[config.mk]
export PLATFORM = sky130hd
export DESIGN_NAME = mux4to1_cond_sync
export DESIGN_NICKNAME = d
export VERILOG_FILES = /design/src/rtl/mux4to1_cond_sync.sv
export SDC_FILE = /design/constraint.sdc
export NUM_CORES = 1
export LEC_CHECK = 0
export BUFFER_PORTS_ARGS = -buffer_cell sky130_fd_sc_hd__buf_2
export CORE_AREA = 3 3 40 42
export CTS_BUF_LIST = sky130_fd_sc_hd__clkbuf_4 sky130_fd_sc_hd__clkbuf_8 sky130_fd_sc_hd__clkbuf_16
export DETAILED_ROUTE_END_ITERATION = 8
export DIE_AREA = 0 0 43 45
export REMOVE_ABC_BUFFERS = 1
export SKIP_LAST_GASP = 1
export SLEW_MARGIN = 10
export SYNTH_ARGS = -nofsm -noshare
export SYNTH_HDL_FRONTEND = slang
export SYNTH_SLANG_ARGS = --single-unit
[constraint.sdc]
create_clock -name clk -period 1 [get_ports clk]
set_clock_uncertainty 0.15 [all_clocks]
set_input_delay 0.2 -clock clk [delete_from_list [all_inputs] [get_ports clk]]
set_output_delay 0.2 -clock clk [all_outputs]
set_load 0.005 [all_outputs]
[src/rtl/mux4to1_cond_sync.sv]
// Four-lane selector with a same-cycle output and a registered copy.
// sel_chg flags a change of the captured select for one cycle.
module mux4to1_cond_sync #(
    parameter int WIDTH   = 1,
    parameter int RST_VAL = 0
) (
    input  logic                 clk,
    input  logic                 rst_n,
    input  logic [4*WIDTH-1:0]   in_c,
    input  logic [1:0]           sel_c,
    input  logic                 en,
    output logic [WIDTH-1:0]     out_c,
    output logic [WIDTH-1:0]     out_q,
    output logic                 sel_chg
);

    localparam logic [WIDTH-1:0] RST_Q = WIDTH'(RST_VAL);

    logic [WIDTH-1:0] lane0;
    logic [WIDTH-1:0] lane1;
    logic [WIDTH-1:0] lane2;
    logic [WIDTH-1:0] lane3;
    logic [1:0]       sel_q;

    assign lane0 = in_c[0*WIDTH +: WIDTH];
    assign lane1 = in_c[1*WIDTH +: WIDTH];
    assign lane2 = in_c[2*WIDTH +: WIDTH];
    assign lane3 = in_c[3*WIDTH +: WIDTH];

    // Nested ?: keeps X-merging behaviour on unknown select bits.
    assign out_c = sel_c[1] ? (sel_c[0] ? lane3 : lane2)
                            : (sel_c[0] ? lane1 : lane0);

    always_ff @(posedge clk or negedge rst_n) begin
        if (!rst_n) begin
            out_q   <= RST_Q;
            sel_q   <= 2'b00;
            sel_chg <= 1'b0;
        end else begin
            sel_chg <= en & (sel_c != sel_q);
            if (en) begin
                out_q <= out_c;
                sel_q <= sel_c;
            end
        end
    end

endmodule

==> results.yml <==
timing:
  finalHoldViolCount: 0
  drv_slew: 0
  worst_slew_pin_slew_ps: 164.3
  clock.fmax_mhz: 927.2
  setup_viol: 3
  finalCriticalPeriod_ps: 1079
  hold_slack_ps: 67.26
  rsz0062_at_grt: "true"
  fin_ws_ps: -78.55
  post-route-period-util: 1.079
  worst_slew_margin_rel: 0.8883
pwr:
  leakage_nw: 0.1966
  p_per_area_nw_per_um2: 1283
  power_w: 0.0005200
  combPwrFrac: 0.268
  p_seq_frac: 0.363
  swShare: 0.2206
  intPower_w: 0.0004053
  ir_drop_mv: 0.3262
  p_clk_frac: 0.369
  switchingPower_w: 0.0001147
synth:
  postSynthAreaPerCell_um2: 11.85
  synth_edf_count: 0
  synth_common_cells: "4 x dfrtp_1, 3 x mux2i_1, 2 x xnor2_1"
  netlist_top_cells_area: "dfrtp_1 50%, mux2i_1 15%, xnor2_1 8.7%"
  synth.most_common_cell: "dfrtp_1"
  synth_top_flop_cell: "dfrtp_1"
  synthesis.area_um2: 201.4
  yosysWarnings: 0
  synth-seq-cells: 4
  synth-async-reset-ratio: 1.000
  yosysTopAreaCellShare: 0.4969
  synthCells: 17
  synth_area_leader_cell: "dfrtp_1"
  yosysUniqueCellTypes: 11
  ys_seq_area_frac: 0.4969
clocking:
  clk_latency_ps: 230
  cts_root_buffer: "clkbuf_4"
  cts-buffers-inserted: 3
  cts-htree-levels: 1
  clockBufferDepth: 2
  clock-sinks: 4
  cts_tree: "built"
  clk_pin_slew_ps: 40
drt:
  wl_um: 516
  drtAntennaViolNets: 0
  drt_iter0_drc: 0
  drt-wirelength-per-cell_um: 9.382
  drcViolationCount: 0
  vias: 217
  dr.pass1.iters: 1
  vias_per_cell: 3.945
layout:
  drive_gt1_frac: 0.6500
  fin_util: 0.3155
  area_growth_pct: 101.2
  final_cells: 55
  antenna_cells: 0
  seq_area_um2: 100.1
  nets: 51
  num-fill-cells: 143
  multi_input_area_um2: 120.1
critical_path:
  regToRegEndpoint: "out_q"
  start_kind: "flip-flop"
  reg2reg_from: "out_q"
  cp-endpoint: "out_q"
  cpPeakStageDelay_ps: 370
  crit_chain: "buf_2"
  critPathBufInv: 1
  cp.depth: 1
  cpMaxStageDelayCell: "dfrtp_1"
  crit_required_ps: 650
  crit_fanout: 2
  r2r_setup_slack_ps: 70
  cp_top_family: "flip-flops"
  rr_worst_depth: 3
  arrival_ps: 730
  critical_path_class: "flip-flop to primary output"
  end_kind: "primary output"
  crit_path_start: "out_q"
placement:
  dpl_worst_slack_ps: -146.1
  gp_congestion: 0.7670
  portBuffers: 11
  post-place-cells: 45
  dp_hpwl_um: 385.5
grt:
  grt_util_all_layers: 0.06511
  grt_pass1_wl_um: 848
  grt_pass1_vias: 227
  antenna_found_initial: 0
  overflow: 0
  grt_max_degree: 7
die:
  num_rows: 13
  start_util: 0.1568
  die_y_um: 45
  coreArea_um2: 1285
  io_pins: 12
  die_x_um: 43
  dieArea_um2: 1935
min_path:
  holdCritPathClass: "primary input to flip-flop"
  hold_start: "en"
run_status:
  violations: "setup timing"
  status: "finished, violations left"
job:
  cap_violations: 0
[cell usage in the layout, fill, tap and decap left out, drive strengths merged, types with 2 or more instances in the layout]
master | synthesis | final
buf | 0 | 19
clkbuf | 0 | 3
dfrtp | 4 | 4
mux2i | 3 | 3
xnor2 | 2 | 2
[registers in the layout (all words and copies together) (netlist names)]
name / cells
sel_chg: 1
out_q: 1
sel_q: 2
[what timing repair did]
item                                   4_1_cts  5_1_grt
setup endpoints to repair                    3        4
resized for setup                            2        6
endpoints found under the hold margin        4        0
buffers inserted                             4        2
pin swaps                                    0        1
hold buffers                                 1        0
gates cloned                                 0        0
[final cells by class]
class | count | share of cell area
repair buffers | 20 | 0.3457
multi-input cells | 12 | 0.2963
flip-flops and latches | 4 | 0.2469
clock buffers | 3 | 0.05556
well taps | 15 | 0.04630
inverters | 1 | 0.009259
[stage by stage]
stage	cell area [µm²]	TNS, ps
final	405.4	-198.4
after global routing	405.4	-306.1
after CTS	359.1	-235.9
after detailed placement	290.3	-273.6
after global placement	290.3	-272.2
after floorplan	201.4	0
[how the worst min path moves through the flow]
stage / to / slack (ps) / cells past startpoint
floorplan: out_q / -250 / 0
global placement: sel_q[1] / -140 / 1
detailed placement: sel_q[1] / -140 / 1
CTS: sel_q[0] / 60 / 2
global route: sel_q[1] / 80 / 2
finish: sel_q[0] / 70 / 2
[cells by family (layout without fill, tap and decap cells)]
kind of cell              after synthesis  in the layout  synth area share
and+or+nand+nor                         3              3           0.08697
AOI/OAI and AO/OA                       3              3            0.1056
DFF                                     4              4            0.4969
muxes                                   4              4            0.2050
xor gates and xnor gates                2              2           0.08697
buffers and inverters                   1             24           0.01862
[routing by layer]
| metal | GRT usage | vias up | wire length (µm) |
|---|---|---|---|
| li1 | - | 108 | - |
| met1 | 0.07767 | 97 | 249 |
| met2 | 0.08383 | 12 | 209 |
| met3 | 0.03586 | 0 | 58 |
| met4 | 0.05422 | 0 | 0 |
| met5 | 0 | - | 0 |
[power groups by stage]
stage,clock network [W],logic [W],registers [W]
floorplan,0,0.0000361,0.000191
global placement,0,0.0000872,0.000191
detailed placement,0,0.0000880,0.000192
CTS,0.000205,0.000114,0.000189
global route,0.000206,0.000153,0.000191
finish,0.000192,0.000139,0.000189
Note: power is estimated with default switching activity, not from simulation.
